## src/rtl/imm_pkg.sv

```systemverilog
// -----------------------------------------------------------------------------
// imm_pkg
// Shared definitions for the ALU operand-B stage:
//   ext_mode_t - immediate extension mode selected per transaction
//   state_t    - occupancy of the two-entry output skid buffer
//   SHAMT_LSB  - bit position where the shift amount sits inside the immediate
// -----------------------------------------------------------------------------
package imm_pkg;

  typedef enum logic [1:0] {
    EXT_SIGN  = 2'd0,
    EXT_ZERO  = 2'd1,
    EXT_UPPER = 2'd2,
    EXT_SHAMT = 2'd3
  } ext_mode_t;

  typedef enum logic [1:0] {
    ST_EMPTY = 2'd0,
    ST_ONE   = 2'd1,
    ST_FULL  = 2'd2
  } state_t;

  localparam int SHAMT_LSB = 6;

endpackage : imm_pkg

```

## src/rtl/imm_extend.sv

```systemverilog
// -----------------------------------------------------------------------------
// imm_extend
// Purely combinational immediate extender.
// Ports:
//   imm  in  IMM_W  raw immediate
//   mode in  2      extension mode (SIGN, ZERO, UPPER, SHAMT)
//   ext  out XLEN   extended immediate
// Requires XLEN > IMM_W and IMM_W >= SHAMT_LSB + $clog2(XLEN).
// -----------------------------------------------------------------------------
module imm_extend
  import imm_pkg::*;
#(
  parameter int XLEN  = 32,
  parameter int IMM_W = 16
) (
  input  logic [IMM_W-1:0] imm,
  input  ext_mode_t        mode,
  output logic [XLEN-1:0]  ext
);

  localparam int S = $clog2(XLEN);

  // Extension mux; SHAMT keeps only the S bits starting at SHAMT_LSB.
  always_comb begin
    ext = '0;
    case (mode)
      EXT_SIGN:  ext = {{(XLEN-IMM_W){imm[IMM_W-1]}}, imm};
      EXT_ZERO:  ext = {{(XLEN-IMM_W){1'b0}}, imm};
      EXT_UPPER: ext = {imm, {(XLEN-IMM_W){1'b0}}};
      EXT_SHAMT: ext = {{(XLEN-S){1'b0}}, imm[SHAMT_LSB+S-1:SHAMT_LSB]};
      default:   ext = '0;
    endcase
  end

endmodule : imm_extend

```

## src/rtl/imm_operand_stage.sv

```systemverilog
// -----------------------------------------------------------------------------
// imm_operand_stage
// Registered ALU operand-B stage at the ID/EX boundary. Selects rs or an
// extended immediate and holds the result in a 2-entry skid buffer.
// Ports:
//   clk, rst (sync, active-high), flush (sync pipeline flush)
//   in_valid/in_ready     upstream handshake
//   in_imm, in_rs, in_sel_imm, in_mode, in_tag   operand set
//   out_valid/out_ready   downstream handshake
//   out_opb, out_tag      registered operand B and its tag
// -----------------------------------------------------------------------------
module imm_operand_stage
  import imm_pkg::*;
#(
  parameter int XLEN  = 32,
  parameter int IMM_W = 16,
  parameter int TAG_W = 5
) (
  input  logic             clk,
  input  logic             rst,
  input  logic             flush,
  input  logic             in_valid,
  output logic             in_ready,
  input  logic [IMM_W-1:0] in_imm,
  input  logic [XLEN-1:0]  in_rs,
  input  logic             in_sel_imm,
  input  logic [1:0]       in_mode,
  input  logic [TAG_W-1:0] in_tag,
  output logic             out_valid,
  input  logic             out_ready,
  output logic [XLEN-1:0]  out_opb,
  output logic [TAG_W-1:0] out_tag
);

  logic [XLEN-1:0]  w_ext;
  logic [XLEN-1:0]  w_operand;
  logic             w_accept;
  logic             w_transfer;
  state_t           r_state;
  state_t           w_state_nxt;
  logic             w_main_ld_in;
  logic             w_main_ld_skid;
  logic             w_skid_ld;
  logic [XLEN-1:0]  r_main_opb;
  logic [TAG_W-1:0] r_main_tag;
  logic [XLEN-1:0]  r_skid_opb;
  logic [TAG_W-1:0] r_skid_tag;

  imm_extend #(
    .XLEN  (XLEN),
    .IMM_W (IMM_W)
  ) u_extend (
    .imm  (in_imm),
    .mode (ext_mode_t'(in_mode)),
    .ext  (w_ext)
  );

  assign w_operand  = in_sel_imm ? w_ext : in_rs;
  // in_ready is masked by rst so nothing is accepted during the reset edge.
  assign in_ready   = (r_state != ST_FULL) & ~rst;
  assign out_valid  = (r_state != ST_EMPTY);
  assign out_opb    = r_main_opb;
  assign out_tag    = r_main_tag;
  assign w_accept   = in_valid & in_ready;
  assign w_transfer = out_valid & out_ready;

  // State register.
  always_ff @(posedge clk) begin
    if (rst) begin
      r_state <= ST_EMPTY;
    end else begin
      r_state <= w_state_nxt;
    end
  end

  // Next-state and data-load decisions; flush discards everything.
  always_comb begin
    w_state_nxt    = r_state;
    w_main_ld_in   = 1'b0;
    w_main_ld_skid = 1'b0;
    w_skid_ld      = 1'b0;
    if (flush) begin
      w_state_nxt = ST_EMPTY;
    end else begin
      case (r_state)
        ST_EMPTY: begin
          if (w_accept) begin
            w_state_nxt  = ST_ONE;
            w_main_ld_in = 1'b1;
          end else begin
            w_state_nxt = ST_EMPTY;
          end
        end
        ST_ONE: begin
          if (w_accept && w_transfer) begin
            w_state_nxt  = ST_ONE;
            w_main_ld_in = 1'b1;
          end else if (w_accept) begin
            // Main is still waiting on EX, so the newcomer parks in skid.
            w_state_nxt = ST_FULL;
            w_skid_ld   = 1'b1;
          end else if (w_transfer) begin
            w_state_nxt = ST_EMPTY;
          end else begin
            w_state_nxt = ST_ONE;
          end
        end
        ST_FULL: begin
          if (w_transfer) begin
            w_state_nxt    = ST_ONE;
            w_main_ld_skid = 1'b1;
          end else begin
            w_state_nxt = ST_FULL;
          end
        end
        default: begin
          w_state_nxt = ST_EMPTY;
        end
      endcase
    end
  end

  // Main (output) register; cleared on reset so out_opb/out_tag read zero.
  always_ff @(posedge clk) begin
    if (rst) begin
      r_main_opb <= '0;
      r_main_tag <= '0;
    end else if (w_main_ld_in) begin
      r_main_opb <= w_operand;
      r_main_tag <= in_tag;
    end else if (w_main_ld_skid) begin
      r_main_opb <= r_skid_opb;
      r_main_tag <= r_skid_tag;
    end else begin
      r_main_opb <= r_main_opb;
      r_main_tag <= r_main_tag;
    end
  end

  // Skid register holds the second entry while EX stalls.
  always_ff @(posedge clk) begin
    if (rst) begin
      r_skid_opb <= '0;
      r_skid_tag <= '0;
    end else if (w_skid_ld) begin
      r_skid_opb <= w_operand;
      r_skid_tag <= in_tag;
    end else begin
      r_skid_opb <= r_skid_opb;
      r_skid_tag <= r_skid_tag;
    end
  end

endmodule : imm_operand_stage
```

## config.mk

```make
export PLATFORM = sky130hd
export DESIGN_NAME = imm_operand_stage
export DESIGN_NICKNAME = d
export VERILOG_FILES = /design/src/rtl/imm_pkg.sv /design/src/rtl/imm_extend.sv /design/src/rtl/imm_operand_stage.sv
export SDC_FILE = /design/constraint.sdc
export NUM_CORES = 1
export LEC_CHECK = 0
export ABC_CLOCK_PERIOD_IN_PS = 2900
export CAP_MARGIN = 30
export CORE_UTILIZATION = 50
export DETAILED_ROUTE_END_ITERATION = 7
export GPL_TIMING_DRIVEN = 0
export PLACE_DENSITY_LB_ADDON = 0.05
export SLEW_MARGIN = 20
export SYNTH_ARGS = -nofsm -noshare
export SYNTH_HDL_FRONTEND = slang
export SYNTH_HIERARCHICAL = 1
export SYNTH_SLANG_ARGS = --single-unit
```

## constraint.sdc

```tcl
create_clock -name clk -period 2.9 [get_ports clk]
set_input_delay 0.58 -clock clk [delete_from_list [all_inputs] [get_ports clk]]
set_output_delay 0.58 -clock clk [all_outputs]
set_load 0.01 [all_outputs]
```

# Yosys cells after proc, flatten, opt, wreduce, memory -nomap -nowiden
# Index checks and enable logic that the tools add are counted.
# totals
register_bits	76
inputBits	61
output_inout_bits	39
wordCells	43
# op_classes
eq_ne	6
muxes	22
n_bitwise	4
n_reduce_logical	6
# op_table
cell	n
$pmux 32 s4	1
$mux 32	3
$mux 1	11
$mux 5	2
$eq 2x2->1 const B	3
$mux 2	3
$pmux 2 s3	1
$eq 2x1->1 const B	2
$logic_not 2->1	2
$reduce_bool 2->1	2
$and 1x1->1	3
$ne 2x2->1 const B	1
$pmux 1 s2	1
$reduce_or 2->1	1
$logic_and 1x1->1	1
$not 1->1	1

# Logic depth before layout (Yosys ltp)
# logic_depth
ltp_word	8
ltp_mapped	9
ltp_nobuf	7

# Hierarchy
# Netlist, hierarchy kept.
# modules_own_cells
module	n_inst	cells_each	area_each_um2	seq_area_each_um2
imm_operand_stage	1	352	3728.6	1521.5
imm_extend	1	66	394.1	0.0

# Worst setup path before layout
# No wires, ideal clock.
# synth_timing
kind	input port to flip-flop
startpoint	in rst
endpoint	reg r_skid_opb[21]
setup_ps	134
arrival_time_ps	2309
required_ps	2766
path_slack_ps	457
cell_stages	9
path_cell_list	buf_2 > clkbuf_1 > nor3b_1 > ha_1 > nor4bb_1 > clkbuf_1 > buf_2 > buf_2 > a211oi_1
# synth_between
elab_chain_cells	7
word_cells_on_any_way	8
cone_classes	mux: 4; bitwise: 3; reduce/logical: 1
# synth_rtl
item	line	source
start: declaration	imm_operand_stage.sv:20	input logic rst,
$not 1->1	imm_operand_stage.sv:60	assign in_ready = (r_state != ST_FULL) & ~rst;
$and 1x1->1	imm_operand_stage.sv:60	
$and 1x1->1	imm_operand_stage.sv:64	assign w_accept = in_valid & in_ready;
$mux 1 or $logic_and 1x1->1 (tied branches)	imm_operand_stage.sv:98, imm_operand_stage.sv:95	
$mux 1	imm_operand_stage.sv:95	if (w_accept && w_transfer) begin
$mux 1	imm_operand_stage.sv:85	case (r_state)
$mux 1	imm_operand_stage.sv:82	if (flush) begin
end signal: assignment	imm_operand_stage.sv:146	r_skid_opb <= w_operand;
end signal: assignment	imm_operand_stage.sv:149	r_skid_opb <= r_skid_opb;
end: declaration	imm_operand_stage.sv:46	logic [XLEN-1:0] r_skid_opb;
# Several ways; a longest one is shown, not always the timed one.
# A chain may end at the register's enable or synchronous reset.

# Worst setup path in the final report
# layout_timing
startpoint	in rst
endpoint	reg r_skid_opb[30]
# Same word-level chain as after synthesis.

==> key figures <==
Clock tree
  – Clock Root Buffer: clkbuf_8
  – CTS tree: built
  – Max clock buf depth: 2
  – Worst-Skew Late Latency: 0.36 ns
  – # Post-CTS Setup Buffers: 0
  – Hold buffers post-CTS: 0
  – Clock sinks: 76
  – CTS resizes: 0
  – Reg clk slew, reported paths: 0.07 ns
  – H-Tree Depth: 3
  – CTS Buf Count: 9

Floorplan
  – Die W: 92.8 um
  – Die H: 92.8 um
  – Row cnt: 32
  – Starting density of the core: 0.525
  – # IOs: 100
  – Core ar.: 7850 um2
  – Die area: 8610 um2

Routing
  – Vias per cell: 5.78
  – DRT iter0 DRCs: 177
  – ANT nets after route: 0
  – Drc violations: 0
  – Total Wirelength: 11,400 um
  – Routed length per instance: 18.1 um
  – First drt pass iteration count: 5
  – Vias: 3,652

Worst setup path
  – Critical path class: primary input to register
  – Crit start category: primary input
  – Highest net fanout along the worst path: 10
  – CP Data Required Time: 3.11 ns
  – Worst Setup End Kind: register
  – Critical Path AT: 2.80 ns

Layout
  – Most common cell after layout, fill and taps aside: clkdlybuf4s50_1
  – Area grow syn2layout: 32.7%
  – Fraction of layout cells with a size suffix above 1: 0.166
  – Non-filler cells, final: 632
  – Util after Layout: 0.697
  – Most frequent cells in the layout: clkdlybuf4s50_1, dfxtp_1, mux2i_1
  – Nets: 588
  – Antenna diodes: 0
  – FILL cells: 646

Timing
  – Fmax: 0.386 GHz
  – Skew final: 0.00656 ns
  – Final hold violations: 0
  – Unrepaired setup endpoints after global routing: false
  – Final setup vio count: 0
  – Rel. slew slack: 0.492
  – Final worst slack: 0.310 ns
  – Slew @ Worst Pin: 0.762 ns
  – Fin crit share: 0.893
  – Fin. max-slew vios: 0
  – Tmin final: 2.59 ns

Global routing
  – First-pass GRT wire length: 18,400 um
  – Vias in the first global route: 3,611
  – GRT overflow: 0
  – Largest net degree at the start of global routing: 13
  – Total global-route track usage: 0.279
  – Initial antenna violation count: 0

Logic synthesis
  – Post-synth EDFFs: 0
  – Ys Warns: 6
  – Top_reg_cell synth: dfxtp_1
  – Syn Inst Count: 418
  – Post-synthesis cell type count: 32
  – Mean area per synthesized cell: 9.86 um2
  – Post-Syn Area: 4120 um2
  – #FFs+latches synth: 76
  – Syn_nets: 481
  – Synth async-reset ratio: 0
  – Register area share after synthesis: 0.369

Power
  – Maximum VDD drop: 321 uV
  – PD cells: 467 nW/um2
  – P_leak: 1.89 nW

Placement
  – Post-Place Cells: 616
  – # port buffers: 96
  – Pre-CTS WS: -0.178 ns
  – Hpwl dp: 8090 um
  – Final GP Congestion: 0.923

Worst hold path
  – Hold crit path type: register to register

Run
  – Max-Cap Viols: 0

Status
  – Status: finished clean
## flip-flops by register name (all words and copies together), names as in the netlist
register    count
r_skid_opb     32
out_opb        32
out_tag         5
r_state         2
r_skid_tag      5
## synth_stat cells (2+ instances only)
cell type  instances  share of area
inv_1              8         0.0073
buf_2             16          0.019
o21ai_0            5         0.0061
a221oi_1           7          0.015
buf_6              6          0.016
a221oi_2          30           0.11
nand2_1           19          0.017
nand3_1            5         0.0061
nor2b_1           44          0.067
a21o_1             2         0.0036
a211oi_1          33          0.060
buf_4              4         0.0073
or2_2              2         0.0030
nor2_1            43          0.039
a21oi_1            6         0.0073
dfxtp_1           76           0.37
clkbuf_1          16          0.015
a21oi_2            8          0.017
ha_1               2         0.0061
mux2i_1           74           0.18
## per-stage QoR
stage	setup TNS [ns]	hold WS, ns	instance area, um2	power, mW
4_1_cts	0	0.501	5460	2.56
5_1_grt	0	0.522	5470	2.64
6_report	0	0.500	5470	2.55
3_3_place_gp	-1.48	0.472	5210	1.56
3_5_place_dp	-2.38	0.487	5210	1.56
2_1_floorplan	0	0.460	4120	1.36
## final timing paths
kind | start | to | slack [ns] | cells after the start
hold reg to reg | r_skid_opb[6] | r_skid_opb[6] | 0.50 | 2
hold / removal | r_skid_opb[6] | r_skid_opb[6] | 0.50 | 2
setup reg to reg | r_state[0] | r_skid_opb[30] | 0.39 | 9
setup / recovery | rst | r_skid_opb[30] | 0.31 | 9
## critical path, cell delays in order
cell and delay [ns]:
buf_2 0.16, clkbuf_1 0.28, nor3b_2 0.30, ha_1 0.20, nor4bb_1 0.28, clkbuf_1 0.32
clkbuf_4 0.32, buf_2 0.27, a211oi_1 0.11
## where the power goes
part / internal [mW] / switching, mW / leakage (nW)
Sequential: 1.07 / 0.0180 / 0.617
Clock: 0.618 / 0.393 / 0.127
Combinational: 0.232 / 0.218 / 1.15
## cell families (layout without fill, tap and decap cells)
family / after synthesis / in the layout / synth area share
fa+ha+maj: 2 / 2 / 0.00607
simple gates: 121 / 121 / 0.150
flops: 76 / 76 / 0.369
compound gates: 93 / 93 / 0.224
mux: 74 / 74 / 0.180
buf+inv: 52 / 164 / 0.0710
## area by class of cell
class,count,area (um2),share of cell area
Clock buffer,12,155,0.0284
Inverter,8,30.0,0.00549
Timing Repair Buffer,96,961,0.176
Buffer,44,265,0.0485
Sequential cell,76,1520,0.278
Multi-Input combinational cell,290,2310,0.423
Clock inverter,4,95.1,0.0174
Tap cell,102,128,0.0233
## routing by layer
| layer | share of wire | global-route usage |
|---|---|---|
| met5 | 0 | 0 |
| met4 | 0.016 | 0.0859 |
| met3 | 0.078 | 0.0583 |
| met2 | 0.46 | 0.431 |
| met1 | 0.45 | 0.388 |
Note: power is estimated with default switching activity, not from simulation.
